===== src/rtl/mem_port_arbiter.sv =====
// Arbiter that shares one fixed-latency memory port between instruction fetch and data access.
// Issues one registered command per transaction and returns data with a one-cycle ready pulse.
module mem_port_arbiter #(
    parameter int MEM_LAT = 2
) (
    input  logic        clk,
    input  logic        reset,
    input  logic        if_req,
    input  logic [31:0] if_addr,
    output logic [31:0] if_rdata,
    output logic        if_ready,
    input  logic        dm_req,
    input  logic        dm_we,
    input  logic [31:0] dm_addr,
    input  logic [31:0] dm_wdata,
    input  logic [3:0]  dm_wmask,
    output logic [31:0] dm_rdata,
    output logic        dm_ready,
    output logic        stall_f,
    output logic        stall_m,
    output logic        mem_en,
    output logic        mem_we,
    output logic [31:0] mem_addr,
    output logic [31:0] mem_wdata,
    output logic [3:0]  mem_wmask,
    input  logic [31:0] mem_rdata
);

    localparam int CW = $clog2(MEM_LAT + 1);

    typedef enum logic [1:0] {
        IDLE,
        BUSY_I,
        BUSY_D
    } state_t;

    state_t        r_state;
    state_t        w_state_nxt;
    logic [CW-1:0] r_cnt;
    logic          r_last_grant;   // 0 = fetch won last tie-relevant grant, 1 = data
    logic          r_mem_en;
    logic          r_mem_we;
    logic [31:0]   r_mem_addr;
    logic [31:0]   r_mem_wdata;
    logic [3:0]    r_mem_wmask;
    logic          w_grant_i;
    logic          w_grant_d;
    logic          w_cnt_zero;

    assign w_cnt_zero = (r_cnt == '0);

    // NOTE: every signal written here gets a default first, so no path can infer a latch.
    always_comb begin
        w_state_nxt = r_state;
        w_grant_i   = 1'b0;
        w_grant_d   = 1'b0;
        case (r_state)
            IDLE: begin
                // On a tie the side that did not win last time goes first.
                if (if_req && (!dm_req || r_last_grant)) begin
                    w_grant_i   = 1'b1;
                    w_state_nxt = BUSY_I;
                end else if (dm_req) begin
                    w_grant_d   = 1'b1;
                    w_state_nxt = BUSY_D;
                end
            end
            BUSY_I, BUSY_D: begin
                if (w_cnt_zero) w_state_nxt = IDLE;
            end
            default: w_state_nxt = IDLE;
        endcase
    end

    // NOTE: sequential state uses non-blocking assignments so every register samples pre-edge values.
    always_ff @(posedge clk) begin
        if (reset) begin
            r_state      <= IDLE;
            r_cnt        <= '0;
            r_last_grant <= 1'b0;
            r_mem_en     <= 1'b0;
            r_mem_we     <= 1'b0;
            r_mem_addr   <= '0;
            r_mem_wdata  <= '0;
            r_mem_wmask  <= '0;
        end else begin
            r_state  <= w_state_nxt;
            r_mem_en <= w_grant_i | w_grant_d;
            if (w_grant_i) begin
                r_cnt        <= CW'(MEM_LAT);
                r_last_grant <= 1'b0;
                r_mem_we     <= 1'b0;
                r_mem_addr   <= if_addr;
                r_mem_wdata  <= '0;
                r_mem_wmask  <= '0;
            end else if (w_grant_d) begin
                r_cnt        <= CW'(MEM_LAT);
                r_last_grant <= 1'b1;
                r_mem_we     <= dm_we;
                r_mem_addr   <= dm_addr;
                r_mem_wdata  <= dm_wdata;
                r_mem_wmask  <= dm_we ? dm_wmask : 4'h0;
            end else if (r_state != IDLE && !w_cnt_zero) begin
                r_cnt <= r_cnt - CW'(1);
            end
        end
    end

    assign if_ready  = (r_state == BUSY_I) && w_cnt_zero;
    assign dm_ready  = (r_state == BUSY_D) && w_cnt_zero;
    assign if_rdata  = if_ready ? mem_rdata : 32'h0;
    assign dm_rdata  = dm_ready ? mem_rdata : 32'h0;
    assign stall_f   = if_req & ~if_ready;
    assign stall_m   = dm_req & ~dm_ready;
    assign mem_en    = r_mem_en;
    assign mem_we    = r_mem_we;
    assign mem_addr  = r_mem_addr;
    assign mem_wdata = r_mem_wdata;
    assign mem_wmask = r_mem_wmask;

endmodule


===== config.mk =====
export PLATFORM = sky130hd
export DESIGN_NAME = mem_port_arbiter
export DESIGN_NICKNAME = d
export VERILOG_FILES = /design/src/rtl/mem_port_arbiter.sv
export SDC_FILE = /design/constraint.sdc
export NUM_CORES = 1
export LEC_CHECK = 0
export ABC_AREA = 1
export CAP_MARGIN = 20
export CORE_MARGIN = 3
export CORE_UTILIZATION = 34
export CTS_CLUSTER_DIAMETER = 30
export DETAILED_ROUTE_END_ITERATION = 10
export GPL_ROUTABILITY_DRIVEN = 0
export GPL_TIMING_DRIVEN = 0
export PLACE_DENSITY = 0.83
export SYNTH_ARGS = -nofsm -noshare
export SYNTH_HDL_FRONTEND = slang
export SYNTH_SLANG_ARGS = --single-unit

===== constraint.sdc =====
create_clock -name clk -period 2.05 [get_ports clk]
set_clock_uncertainty 0.2 [all_clocks]
set_input_delay 0.41 -clock clk [delete_from_list [all_inputs] [get_ports clk]]
set_output_delay 0.41 -clock clk [all_outputs]
set_load 0.02 [all_outputs]

==> reports/results.tsv <==
stage	metric	value	unit
sta	min_period	2.15	ns
yosys	synth_top_area_share	41.8	%
setup_path	worst-endpoint-required	1.44	ns
die	row_count	36	
yosys	yosysWarningCount	0	
yosys	synthTopCellsByArea	dfxtp_1 (42%), nand2_1 (20%), a21oi_1 (7.7%)	
sta	slew_violations	0	
sta	fin_hold_ws	0.249	ns
placed_design	place_hpwl	11.9	mm
yosys	synthArstFlopShare	0	%
die	initial_utilization	35.8	%
power	power.clock.fraction	21.2	%
clock_tree	hold_buffers	0	
power	p_seq_share	36.7	%
die	io_pins	275	
clock_tree	cts_sinks	75	
power	powerDensity	634	nW/um^2
clock_tree	cts_root_buf	clkbuf_8	
global_routing	grt.overflow.total	0	
setup_path	path_class	reg -> out	
global_routing	grt_start_max_net_pins	14	
cells_and_area	synthToLayoutAreaGrowth	102	%
clock_tree	clk_pin_slew_worst_paths	0.08	ns
setup_path	crit_fanout	9	
sta	rsz0062_at_grt	true	
detailed_routing	post-route-drc-count	0	
power	pwr-share-comb	42.1	%
yosys	synth_common_cells	nand2_1 (188), dfxtp_1 (75), nor2_1 (69)	
die	die_h	109	um
cells_and_area	seqCellArea	1510	sq um
cells_and_area	multi_input_area	2060	sq um
yosys	syn_inst	559	
detailed_routing	num_vias	4763	
detailed_routing	wire_per_inst	16.2	um
power	total_power	4.59	mW
die	core	10000	sq um
detailed_routing	initialDrtViolationCount	380	
clock_tree	clock_path_buffers	2	
sta	setup_viol	21	
global_routing	grt_pass1_vias	4597	
power	swShare	36.2	%
yosys	ys_types	20	
clock_tree	h-tree-depth	3	
power	p_leak	3.22	nW
detailed_routing	dr.pass1.iters	5	
cells_and_area	n_fill_cell	754	
power	p_switching	1.66	mW
yosys	syn_area_per_cell	6.43	sq um
setup_path	startpoint_type	flip-flop	
outcome	status	complete, but fails checks	
detailed_routing	wl	16.1	mm
clock_tree	cts_tree	built	
global_routing	track_usage	24.6	%
placed_design	dpl_cell_area	6500	sq um
power	ir_worst_vdd	0.481	mV
clock_tree	numCtsBuffers	9	
setup_path	end_kind	output port	
sta	finalCritPeriodShare	105	%
global_routing	antenna_found_initial	0	
sta	maxSlewHeadroom	67.7	%
placed_design	port_buffers	274	
outcome	violations	negative setup slack	
sta	worst_pin_slew	0.484	ns
yosys	synth-edff-count	0	
placed_design	place_ws	-0.874	ns
die	fp.dieW	109	um
setup_path	worstPathArrival	1.54	ns
yosys	synth-main-ff-cell	dfxtp_1	
cells_and_area	diodes	0	
sta	max_freq	465	MHz
detailed_routing	routed_via_density	4.80	
yosys	yosysMostFrequentCell	nand2_1	
power	p_int	2.93	mW
yosys	syn_area	3590	sq um
yosys	ys_seq_area_share	41.8	%
job	max_cap_violations	0	
yosys	yosys.area.top_type	dfxtp_1	
yosys	ys_seq_elements	75	
die	die_area	11800	sq um
detailed_routing	drt.antenna.violating_nets	0	
sta	setup_slack	-0.0992	ns
worst_hold_path	min_path_type	reg -> reg	
yosys	synth_nets	700	
global_routing	grt_pass1_wl	23.0	mm
cells_and_area	final_area	7250	sq um
sta	tns	-0.504	ns
sta	hold_viol	0	
cells_and_area	fin_nets	995	
cells_and_area	drive_above_1_share	22.0	%
clock_tree	clock_latency	0.33	ns
## cell usage in the layout (no fill, tap or decap), types with 30 or more instances in the layout
cell type        count
clkdlybuf4s50_1    205
nand2_1            186
dfxtp_1             71
inv_1               60
a21oi_1             55
buf_6               45
nand3_1             42
nor2_4              37
buf_4               30
## repair_timing
action | in CTS | in global routing
buffers inserted | 0 | 5
endpoints found under the hold margin | 0 | 0
endpoints found under the setup margin | 68 | 124
pin swaps | 2 | 3
resized for setup | 394 | 129
gates cloned | 2 | 3
## through the flow
stage                     instances  util [%]
after floorplan                 559         -
after global placement          966      64.7
after detailed placement        966      64.7
after CTS                       984      67.4
after global routing            992      72.1
final                           992      72.1
## power groups by stage
stage                     clock network [mW]  registers [mW]  logic (mW)
after detailed placement                   0            1.71        1.70
after global placement                     0            1.70        1.66
after floorplan                            0            1.87       0.668
final                                  0.976            1.69        1.93
after global routing                    1.10            1.70        2.07
after CTS                               1.02            1.68        1.77
## final cells by class
| cell class | instances | area share [%] |
|---|---|---|
| well taps | 133 | 2.30 |
| inverters | 66 | 3.42 |
| repair buffers | 284 | 38.7 |
| flip-flops and latches | 75 | 20.8 |
| plain buffers | 35 | 4.07 |
| clock inverters | 6 | 0.587 |
| clock buffers | 10 | 1.76 |
| multi-input cells | 383 | 28.4 |
## kinds of logic (layout without fill, tap and decap cells)
family	count (synthesis)	count (layout)	share of synthesized area, %
AO/OA/AOI/OAI	56	56	8.11
XOR/XNOR	1	1	0.244
AND/OR/NAND/NOR	322	322	36.9
buffers and inverters	101	401	11.6
adder cells (fa/ha/maj)	4	4	1.39
flip-flops	75	75	41.8
## sequential cells by signal (all words and copies together) (netlist names)
signal        flops
r_last_grant      1
mem_wdata        32
r_state           2
r_cnt             2
mem_addr         32
mem_en            1
mem_we            1
mem_wmask         4
## routing by layer
| metal | share of wire, % | track usage, % | up-vias |
|---|---|---|---|
| li1 | - | - | 2323 |
| met1 | 37 | 28.0 | 2202 |
| met2 | 51 | 44.4 | 204 |
| met3 | 9.2 | 8.41 | 34 |
| met4 | 2.3 | 5.32 | 0 |
| met5 | 0 | 0 | - |
## worst max-delay path, cell delays in order (launching register included)
cell	delay, ns
dfxtp_2	0.33
inv_2	0.06
ha_4	0.21
nand2_8	0.12
clkbuf_8	0.19
nor2_1	0.13
buf_4	0.17
## path summary, 6_finish.rpt
check             startpoint      endpoint  slack [ns]  cells after the start
setup / recovery    r_cnt[0]  if_rdata[22]        -0.1                      6
hold / removal        mem_we        mem_we        0.25                      2
setup reg to reg  r_state[0]  mem_addr[28]        0.14                      7
hold reg to reg       mem_we        mem_we        0.25                      2
Note: power is estimated with default switching activity, not from simulation.
